===== src/rtl/variable_clk_seq.sv =====
// Programmable tempo divider: toggles variableClk every user_input0 cycles of clk100hz.
// A zero half-period stops the divider and holds the output low.
module variable_clk_seq #(
    parameter int WIDTH = 10
) (
    input  logic             clk100hz,
    input  logic             rst_n,
    input  logic [WIDTH-1:0] user_input0,
    output logic             variableClk
);

    logic [WIDTH-1:0] r_cnt;
    logic             r_clk_q;
    logic [WIDTH:0]   w_cnt_inc;
    logic             w_phase_done;

    // Compare cnt+1 against N in WIDTH+1 bits so N-1 never has to be formed.
    assign w_cnt_inc    = {1'b0, r_cnt} + {{WIDTH{1'b0}}, 1'b1};
    assign w_phase_done = (w_cnt_inc >= {1'b0, user_input0});

    always_ff @(posedge clk100hz) begin
        if (!rst_n) begin
            r_cnt   <= '0;
            r_clk_q <= 1'b0;
        end else if (user_input0 == '0) begin
            r_cnt   <= '0;
            r_clk_q <= 1'b0;
        end else if (w_phase_done) begin
            r_cnt   <= '0;
            r_clk_q <= ~r_clk_q;
        end else begin
            r_cnt   <= w_cnt_inc[WIDTH-1:0];
        end
    end

    assign variableClk = r_clk_q;

endmodule


===== config.mk =====
export PLATFORM = sky130hd
export DESIGN_NAME = variable_clk_seq
export DESIGN_NICKNAME = d
export VERILOG_FILES = /design/src/rtl/variable_clk_seq.sv
export SDC_FILE = /design/constraint.sdc
export NUM_CORES = 1
export LEC_CHECK = 0
export CORE_MARGIN = 1
export CORE_UTILIZATION = 50
export DETAILED_ROUTE_END_ITERATION = 6
export PLACE_DENSITY = 0.86
export SYNTH_ARGS = -nofsm -noshare
export SYNTH_HDL_FRONTEND = slang
export SYNTH_SLANG_ARGS = --single-unit

===== constraint.sdc =====
create_clock -name clk100hz -period 2.75 [get_ports clk100hz]
set_input_delay 0.275 -clock clk100hz [delete_from_list [all_inputs] [get_ports clk100hz]]
set_output_delay 0.275 -clock clk100hz [all_outputs]
set_load 0.05 [all_outputs]

==> metrics.txt <==
final max-slew violation count=0; GRT Total Usage=22.5%; RR Endpoint=r_cnt[2]; Ports=13; violation count after the first detailed-routing iteration=7; GP Congestion=0.876; Final Cycle Share=93.9%; Initial Util=56.1%; post-layout min period=2.58 ns; Crit. Startpoint=r_cnt[0]; syn_area_per_cell=9.35 um2; Die Y=41.2 um; RSZ-0062 raised after global routing=false; PnR worst setup slack=0.167 ns; largest net degree at the start of global routing=10; Main synth FF type=dfxtp_1; crit-path cells=ha_1, nand2_1, xnor2_1, ha_1, and3_2, a221o_1, a31o_1, a41o_4, nor2b_2; post-route cell area=932 um2; skew final=0.000401 ns; FF-to-FF Start=r_cnt[0]; worst reg-to-reg setup slack=0.17 ns; #FFs+latches synth=11; worst hold slack=0.487 ns; worst slack at placement=0.217 ns; post-synthesis sequential area ratio=28.7%; synthesized area=767 um2; Worst-Skew Late Latency=0.26 ns; Via density=5.63; chip width=41.2 um; Post-CTS Setup Bufs=0; port bufs=12; Crit Path Class=flip-flop to flip-flop; Final Hold Vio Count=0; Final ANT Viol Nets=0; max_cap viols=0; post-synth top area share=28.7%; Final #Nets=122; die area=1690 um2; H-tree depth=1; Crit. End Element=flip-flop; CTS Sinks=11; core area=1370 um2; synth top area cells=dfxtp_1, ha_1, nor2b_2; crit-path max FO=9; Post-Syn Nets=105; CTS root buf=clkbuf_4; Buf/Inv on CP=0; Ys Warns=0; worst-margin pin slew=0.494 ns; CTS resizes=0; TritonCTS clock tree=yes; DP Area=906 um2; hold_buf cts=0; critical path's most frequent cell=ha_1; critical path startpoint category=flip-flop; Setup Viol. Count Final=0; Power Dens Cells=358 nW/um2; first-pass GRT wire length=2370 um; critical path's top delay family=compound AO/OA/AOI/OAI gates; run status=finished clean; slowest CP cell=dfxtp_1; FFs w/ async S/R, synth=0%; Setup TNS Final=0 ns; Synth Instances=82; CTS Buf Count=3; Cell variety after synth=26; VDD IR max=278 uV; Clock Pin Slew Worst Setup and Hold Paths=0.06 ns; P_leak=0.439 nW; Initial DRT Pass Iterations=2; Detailed Route WL=1620 um; Critical Path RT=2.95 ns; share of cells above drive strength 1=14.3%; Rel. slew slack=67.0%; area grow syn2layout=21.5%; drc violations=0; Via Count=636; initial antenna violation count=0; Max Freq=0.387 GHz; Worst Hold Class=flip-flop to flip-flop; R2R cell count=9; EDFF count, synth=0; CTS Buffer Depth=2; row cnt=13; ant diodes=0; vias in the first global route=587; routed len/inst=14.4 um; cell taking the most area after synthesis=dfxtp_1; CP peak stage delay=0.45 ns; GRT overflow=0; critical path depth=9; Critical Path End=r_cnt[2]; Worst EP arrival=2.79 ns; DP HPWL=1310 um
[layer usage]
metal / GRT usage [%] / wire length, um / vias to the layer above
met5: 0 / 0 / -
met4: 16.9 / 37 / 0
met3: 1.63 / 54 / 4
met2: 37.5 / 795 / 16
met1: 26.4 / 736 / 294
li1: - / - / 322
[area by class of cell]
cell class                      count  area (um2)
Multi-Input combinational cell     61         509
Timing Repair Buffer               12         120
Sequential cell                    11         220
Fill cell                         114         434
Inverter                           10        37.5
Tap cell                           15        18.8
Clock buffer                        4        26.3
[cell families after synthesis]
| group | Yosys count | synth area share [%] |
|---|---|---|
| flops | 11 | 28.7 |
| buf+inv | 10 | 4.89 |
| mux | 1 | 1.31 |
| compound gates | 12 | 14.0 |
| fa+ha+maj | 11 | 17.9 |
| simple gates | 29 | 24.0 |
| xor+xnor | 8 | 9.14 |
[worst min-delay path by stage]
stage	start	end	slack [ns]	cells past startpoint
floorplan	r_cnt[0]	r_cnt[0]	0.46	1
global placement	variableClk	variableClk	0.45	2
detailed placement	variableClk	variableClk	0.47	2
CTS	variableClk	variableClk	0.49	2
global route	variableClk	variableClk	0.53	2
finish	variableClk	variableClk	0.49	2
[flip-flops by register name (all words and copies together), names as in the netlist]
| signal | flops |
|---|---|
| variableClk | 1 |
| r_cnt | 10 |
[report_power, final]
part	switching [W]	internal [W]
sequential	0.00000571	0.000163
clock	0.0000488	0.0000561
combinational	0.0000282	0.0000314
[Yosys cell counts, types with 2 or more instances]
library cell  count
and3_1            2
nand4_1           3
nor2_1            2
o21ai_0           2
nand2_1           5
nor4_1            2
ha_1             11
xnor2_1           6
nor2b_2           8
a21o_1            2
xor2_1            2
dfxtp_1          11
nand3_1           3
inv_1            10
a21oi_1           2
[cells in the final DEF (no fill, tap or decap), drive strengths merged]
cell type      netlist  routed
a41o                 1       1
o211ai               1       1
clkdlybuf4s50        0      12
a21o                 2       2
xor2                 2       2
clkbuf               0       4
nand2                5       5
a41oi                2       2
nor2                 2       2
a31o                 1       1
nand2b               1       1
xnor2                6       6
nor2b                9       9
nand4                3       3
a21oi                2       2
inv                 10      10
mux2i                1       1
o21ai                2       2
a221o                1       1
dfxtp               11      11
and3                 3       3
nand3                3       3
and4                 1       1
ha                  11      11
nor4                 2       2
[worst register-to-register path, stage by stage, from the launching register on]
cell     delay, ns
dfxtp_1       0.45
ha_1          0.27
nand2_1       0.08
xnor2_1       0.22
ha_1          0.29
and3_2        0.23
a221o_1       0.31
a31o_1        0.22
a41o_4        0.34
nor2b_2       0.12
[through the flow]
step | total power (W) | util, % | instances
2_1_floorplan | 0.000203 | - | 82
3_3_place_gp | 0.000229 | 66.3 | 109
3_5_place_dp | 0.000231 | 66.3 | 109
4_1_cts | 0.000342 | 68.2 | 113
5_1_grt | 0.000355 | 68.2 | 113
6_report | 0.000333 | 68.2 | 113
Power figures use the tool's default switching activity.
